--- src/rtl/pc_fetch_pkg.sv ---
// Shared types and constants for the Lab2 MIPS program-counter and fetch controller.
package pc_fetch_pkg;

   typedef logic [31:0] word_t;

   typedef enum logic [1:0] {
      IDLE,
      REQ,
      ISSUE
   } state_t;

   localparam word_t WORD_BYTES       = 32'd4;
   localparam word_t DEFAULT_RESET_PC = 32'h0000_0000;
   // Instruction addresses are word aligned, so the two low bits are always zero.
   localparam word_t ALIGN_MASK       = 32'hFFFF_FFFC;

   // J-type target: top nibble of the sequential PC, then the index as a word address.
   function automatic word_t jump_target(input word_t pc_plus4, input logic [25:0] jump_idx);
      return {pc_plus4[31:28], jump_idx, 2'b00};
   endfunction

endpackage

--- src/rtl/pc_fetch_ctrl_if.sv ---
// Instruction-memory request/acknowledge bus between the fetch controller and imem.
interface pc_fetch_ctrl_if;
   import pc_fetch_pkg::*;

   logic  imem_req_o;
   word_t imem_addr_o;
   logic  imem_ack_i;
   word_t imem_data_i;

   // Fetch controller side: issues requests, receives the instruction word.
   modport master (
      output imem_req_o,
      output imem_addr_o,
      input  imem_ack_i,
      input  imem_data_i
   );

   // Memory side: accepts requests and returns data in the ack cycle.
   modport slave (
      input  imem_req_o,
      input  imem_addr_o,
      output imem_ack_i,
      output imem_data_i
   );

endinterface

--- src/rtl/pc_fetch_ctrl_branch_target_adder.sv ---
// Branch target: sequential PC plus the pre-shifted offset, forced to a word address.
// Purely combinational so the later pipelined datapath can drop it into any stage.
module branch_target_adder
   import pc_fetch_pkg::*;
(
   input  word_t base,
   input  word_t offset,
   output word_t target
);

   // Modulo-2^32 add; negative offsets give backward branches via two's complement.
   assign target = (base + offset) & ALIGN_MASK;

endmodule

--- src/rtl/pc_fetch_ctrl.sv ---
// Program counter and instruction-fetch FSM: fetch one word over req/ack, present it
// to decode for one issue cycle (longer when stalled), then redirect or step the PC.
module pc_fetch_ctrl
   import pc_fetch_pkg::*;
#(
   parameter word_t RESET_PC = DEFAULT_RESET_PC
)
(
   input  logic                   clk_i,
   input  logic                   rst_i,
   input  logic                   stall_i,
   input  logic                   branch_i,
   input  word_t                  branch_off_i,
   input  logic                   jump_i,
   input  logic [25:0]            jump_idx_i,
   pc_fetch_ctrl_if.master        imem,
   output word_t                  instr_o,
   output logic                   instr_valid_o,
   output word_t                  pc_o,
   output word_t                  pc_plus4_o
);

   state_t state;
   word_t  branch_target;
   word_t  next_pc;

   // pc_o is the PC register itself; pc_plus4_o is registered alongside it so no
   // output depends combinationally on an input.
   branch_target_adder u_branch_target_adder (
      .base   (pc_plus4_o),
      .offset (branch_off_i),
      .target (branch_target)
   );

   // Redirect priority: jump over branch over sequential.
   always_comb begin
      // NOTE: default first so every path assigns next_pc and no latch is inferred.
      next_pc = pc_plus4_o;
      if (jump_i) begin
         next_pc = jump_target(pc_plus4_o, jump_idx_i);
      end else if (branch_i) begin
         next_pc = branch_target;
      end
   end

   // The fetch address is always the current PC; req alone says whether it is live.
   assign imem.imem_addr_o = pc_o;

   // Fetch FSM with registered outputs; reset discards any ack in flight.
   always_ff @(posedge clk_i or posedge rst_i) begin
      // NOTE: state and outputs use non-blocking assignments so all flops update together.
      if (rst_i) begin
         state           <= IDLE;
         pc_o            <= RESET_PC;
         pc_plus4_o      <= RESET_PC + WORD_BYTES;
         imem.imem_req_o <= 1'b0;
         instr_o         <= '0;
         instr_valid_o   <= 1'b0;
      end else begin
         case (state)
            IDLE: begin
               state           <= REQ;
               imem.imem_req_o <= 1'b1;
            end
            REQ: begin
               // Hold req and addr steady until memory accepts.
               if (imem.imem_ack_i) begin
                  instr_o         <= imem.imem_data_i;
                  instr_valid_o   <= 1'b1;
                  imem.imem_req_o <= 1'b0;
                  state           <= ISSUE;
               end
            end
            ISSUE: begin
               // Control inputs only matter on the cycle the instruction leaves ISSUE.
               if (!stall_i) begin
                  pc_o            <= next_pc;
                  pc_plus4_o      <= next_pc + WORD_BYTES;
                  instr_valid_o   <= 1'b0;
                  imem.imem_req_o <= 1'b1;
                  state           <= REQ;
               end
            end
            default: begin
               state           <= IDLE;
               imem.imem_req_o <= 1'b0;
               instr_valid_o   <= 1'b0;
            end
         endcase
      end
   end

endmodule
--- src/flat_wrapper.sv ---
// flat-port wrapper written by rule: the top's interface ports become plain ports
module pc_fetch_ctrl_flat import pc_fetch_pkg::*;
#(
   parameter word_t RESET_PC = DEFAULT_RESET_PC
)
  (clk_i, rst_i, stall_i, branch_i, branch_off_i, jump_i, jump_idx_i, instr_o, instr_valid_o, pc_o, pc_plus4_o, imem_imem_req_o, imem_imem_addr_o, imem_imem_ack_i, imem_imem_data_i);
  pc_fetch_ctrl_if imem_i ();
  input  logic clk_i;
  input  logic rst_i;
  input  logic stall_i;
  input  logic branch_i;
  input  word_t branch_off_i;
  input  logic jump_i;
  input  logic [25:0] jump_idx_i;
  output word_t instr_o;
  output logic instr_valid_o;
  output word_t pc_o;
  output word_t pc_plus4_o;
  output wire logic [$bits(imem_i.imem_req_o)-1:0] imem_imem_req_o;
  output wire logic [$bits(imem_i.imem_addr_o)-1:0] imem_imem_addr_o;
  input wire logic [$bits(imem_i.imem_ack_i)-1:0] imem_imem_ack_i;
  input wire logic [$bits(imem_i.imem_data_i)-1:0] imem_imem_data_i;
  assign imem_imem_req_o = imem_i.imem_req_o;
  assign imem_imem_addr_o = imem_i.imem_addr_o;
  assign imem_i.imem_ack_i = imem_imem_ack_i;
  assign imem_i.imem_data_i = imem_imem_data_i;
  pc_fetch_ctrl #(.RESET_PC(RESET_PC)) u_core (.clk_i(clk_i), .rst_i(rst_i), .stall_i(stall_i), .branch_i(branch_i), .branch_off_i(branch_off_i), .jump_i(jump_i), .jump_idx_i(jump_idx_i), .imem(imem_i), .instr_o(instr_o), .instr_valid_o(instr_valid_o), .pc_o(pc_o), .pc_plus4_o(pc_plus4_o));
endmodule
--- config.mk ---
export PLATFORM = sky130hd
export DESIGN_NAME = pc_fetch_ctrl_flat
export DESIGN_NICKNAME = d
export VERILOG_FILES = /design/src/rtl/pc_fetch_pkg.sv /design/src/rtl/pc_fetch_ctrl_if.sv /design/src/rtl/pc_fetch_ctrl_branch_target_adder.sv /design/src/rtl/pc_fetch_ctrl.sv /design/src/flat_wrapper.sv
export SDC_FILE = /design/constraint.sdc
export NUM_CORES = 1
export LEC_CHECK = 0
export CAP_MARGIN = 30
export CORE_AREA = 2 2 130 132
export DETAILED_ROUTE_END_ITERATION = 10
export DIE_AREA = 0 0 132 134
export HOLD_SLACK_MARGIN = 0.06
export PLACE_DENSITY = 0.8
export SLEW_MARGIN = 20
export SYNTH_ARGS = -nofsm -noshare
export SYNTH_HDL_FRONTEND = slang
export SYNTH_HIERARCHICAL = 1
export SYNTH_SLANG_ARGS = --single-unit
--- constraint.sdc ---
create_clock -name clk_i -period 3.5 [get_ports clk_i]
set_clock_uncertainty 0.15 [all_clocks]
set_input_delay 0.875 -clock clk_i [delete_from_list [all_inputs] [get_ports clk_i]]
set_output_delay 0.875 -clock clk_i [all_outputs]
set_load 0.005 [all_outputs]
==> results_dict.tcl <==
set metrics [dict create \
    synth_area_leaders "dfrtp_1 (35%), mux2_2 (6.7%), ha_1 (5.6%)" \
    fin_area_um2 11900 \
    p_sw_mw 4.10 \
    ir_drop_v 0.000423 \
    cts_hold_buf 0 \
    cts_sinks 97 \
    clkPwrFrac 0.105 \
    clockRootBuffer "clkbuf_16" \
    path_clk_slew_ns 0.08 \
    tightest_slew_ns 0.825 \
    cts_buffers 9 \
    pin_count 226 \
    track_usage 0.268 \
    rsz0062_at_grt "true" \
    core_area_um2 16300 \
    placedInstanceArea_um2 10500 \
    netSwitchingFraction 0.395 \
    finalCritPeriodShare 1.15 \
    grt_pass1_vias 7403 \
    cp.arrival_ns 4.09 \
    antenna_found_initial 0 \
    failed_checks "setup timing" \
    drc 0 \
    slew-limit-headroom 0.450 \
    fin_nets 1216 \
    clock_latency_ns 0.36 \
    port_buffers 225 \
    drive_gt1_frac 0.388 \
    die_area_um2 17700 \
    clock.fmax_mhz 248 \
    tns_ns -7.46 \
    p_int_mw 6.26 \
    whs_ns 0.356 \
    p_comb_frac 0.693 \
    p_leak_nw 5.16 \
    avgRoutedWirePerCell_um 19.8 \
    status "finished, violations left" \
    end_kind "register" \
    synth_area_um2 6890 \
    grt_max_degree 73 \
    nFillCells 1058 \
    cp.required_ns 3.55 \
    pwr_density_cell_nw_per_um2 874 \
    avgSynthCellArea_um2 9.56 \
    grt_remaining_overflow 0 \
    antennaDiodeCount 0 \
    synthArstFlopShare 1.00 \
    cts_buffer_depth 2 \
    wl_um 26000 \
    synth_ff_type "dfrtp_1" \
    post_drt_via_cell_ratio 5.59 \
    drt_iter0_markers 664 \
    critPathKind "input port to register" \
    synth.yosys.warnings 6 \
    dp_hpwl_um 16900 \
    final_util 0.728 \
    design_power_total_mw 10.4 \
    post-route-min-period_ns 4.03 \
    seq_power_share 0.202 \
    max_cap_violations 0 \
    start_util 0.423 \
    slew_viol_final 0 \
    grt_pass1_wl_um 37800 \
    netlist_top_cells_count "nand2_1 (103), dfrtp_1 (96), o21ai_0 (65)" \
    dp.cells 1264 \
    vias 7342 \
    layout.cells.non_filler 1314 \
    die-height_um 134 \
    place_ws_ns -1.23 \
    die_x_um 132 \
    yosysSeqAreaShare 0.352 \
    yosysTopAreaCell "dfrtp_1" \
    area_delta_synth_final_pct 72.0 \
    htree_levels 3 \
    tritoncts "yes" \
    setup_viol 21 \
    synth.distinct_cells 80 \
    ant_nets 0 \
    synthCells 721 \
    synth.ff_latch_count 97 \
    yosysMostFrequentCell "nand2_1" \
    drt-pass1-iter-count 5 \
    fin_ws_ns -0.533 \
    final_hold_viol_count 0 \
    crit_fanout 5 \
    synth_edf_count 0 \
    hp-class "register to register" \
    start_kind "input port" \
    place.gp.congestion 0.916 \
    yosysTopAreaCellShare 0.349 \
    fp-row-count 47 \
]
## state kept, by name, indices dropped and copies added (netlist names)
| register | count |
|---|---|
| u_core/instr_o | 32 |
| u_core/imem.imem_addr_o | 32 |
| u_core/instr_valid_o | 1 |
| u_core/state | 2 |
| u_core/pc_plus4_o | 30 |
## cells in the final DEF (no fill, tap or decap), drive strengths merged, types with 17 or more instances in the layout
cell	count
a21o	17
o21ai	76
xnor2	26
xor2	29
ha	31
clkdlybuf4s50	200
mux2i	29
dfrtp	96
nand2	103
buf	209
mux2	53
a21oi	36
nor2	29
## worst paths after layout
path	startpoint	endpoint	slack, ns	depth (start not counted)
worst max-delay path	branch_off_i[17]	u_core/pc_plus4_o[23]	-0.53	18
worst min-delay path	u_core/instr_o[18]	u_core/instr_o[18]	0.36	1
worst max register to register	u_core/pc_plus4_o[2]	u_core/pc_plus4_o[29]	-0.40	17
worst min register to register	u_core/instr_o[18]	u_core/instr_o[18]	0.36	1
max in group asynchronous	rst_i	u_core/pc_plus4_o[2]	2.00	3
min in group asynchronous	rst_i	u_core/imem.imem_addr_o[8]	0.61	2
## layout make-up
class                   instances  area (um2)  share of cell area
flip-flops and latches         97        2430               0.205
well taps                     220         275              0.0232
repair buffers                426        3800               0.321
multi-input cells             550        5010               0.422
clock buffers                   9         225              0.0190
inverters                       5        22.5             0.00190
clock inverters                 7        92.6             0.00781
## metal layers
metal / share of wire / vias up / track usage / wire length (um)
li1: - / 3278 / - / -
met1: 0.39 / 3601 / 0.317 / 10100
met2: 0.50 / 362 / 0.462 / 13100
met3: 0.064 / 101 / 0.0533 / 1670
met4: 0.045 / 0 / 0.142 / 1170
met5: 0 / - / 0 / 0
## logic make-up (layout without fill, tap and decap cells)
kind of cell	Yosys count	in the layout	share of synthesized area
other	1	2	0.000544
DFF	97	97	0.352
and+or+nand+nor	206	206	0.152
buffers and inverters	75	447	0.0732
adders and majority gates	31	31	0.0563
xor gates and xnor gates	55	55	0.0699
AOI/OAI and AO/OA	174	174	0.163
muxes	82	82	0.132
## timing repair
action,CTS,global route
endpoints found under the setup margin,35,24
buffers inserted,20,14
pin swaps,73,38
resized for setup,151,63
## power by group through the flow
| stage | registers (mW) | logic [mW] | clock network [mW] |
|---|---|---|---|
| 5_1_grt | 2.15 | 7.55 | 1.15 |
| 4_1_cts | 2.07 | 6.53 | 1.10 |
| 6_report | 2.09 | 7.18 | 1.09 |
| 3_5_place_dp | 2.04 | 5.89 | 0 |
| 3_3_place_gp | 2.01 | 5.78 | 0 |
| 2_1_floorplan | 2.08 | 2.92 | 0 |
## worst max-delay path: stages
cell and delay [ns]:
clkdlybuf4s15_1 0.20, ha_4 0.24, a21oi_2 0.14, buf_4 0.13, o21ai_4 0.06, a2111oi_4 0.39, buf_4 0.17, nor2_1 0.04
nor2_1 0.17, xnor2_1 0.18, nand4_1 0.13, a21o_1 0.20, a211oi_2 0.29, nand4_4 0.20, buf_6 0.21, nor2_2 0.11
xor2_1 0.24, o21ai_2 0.12
Power figures use the tool's default switching activity.
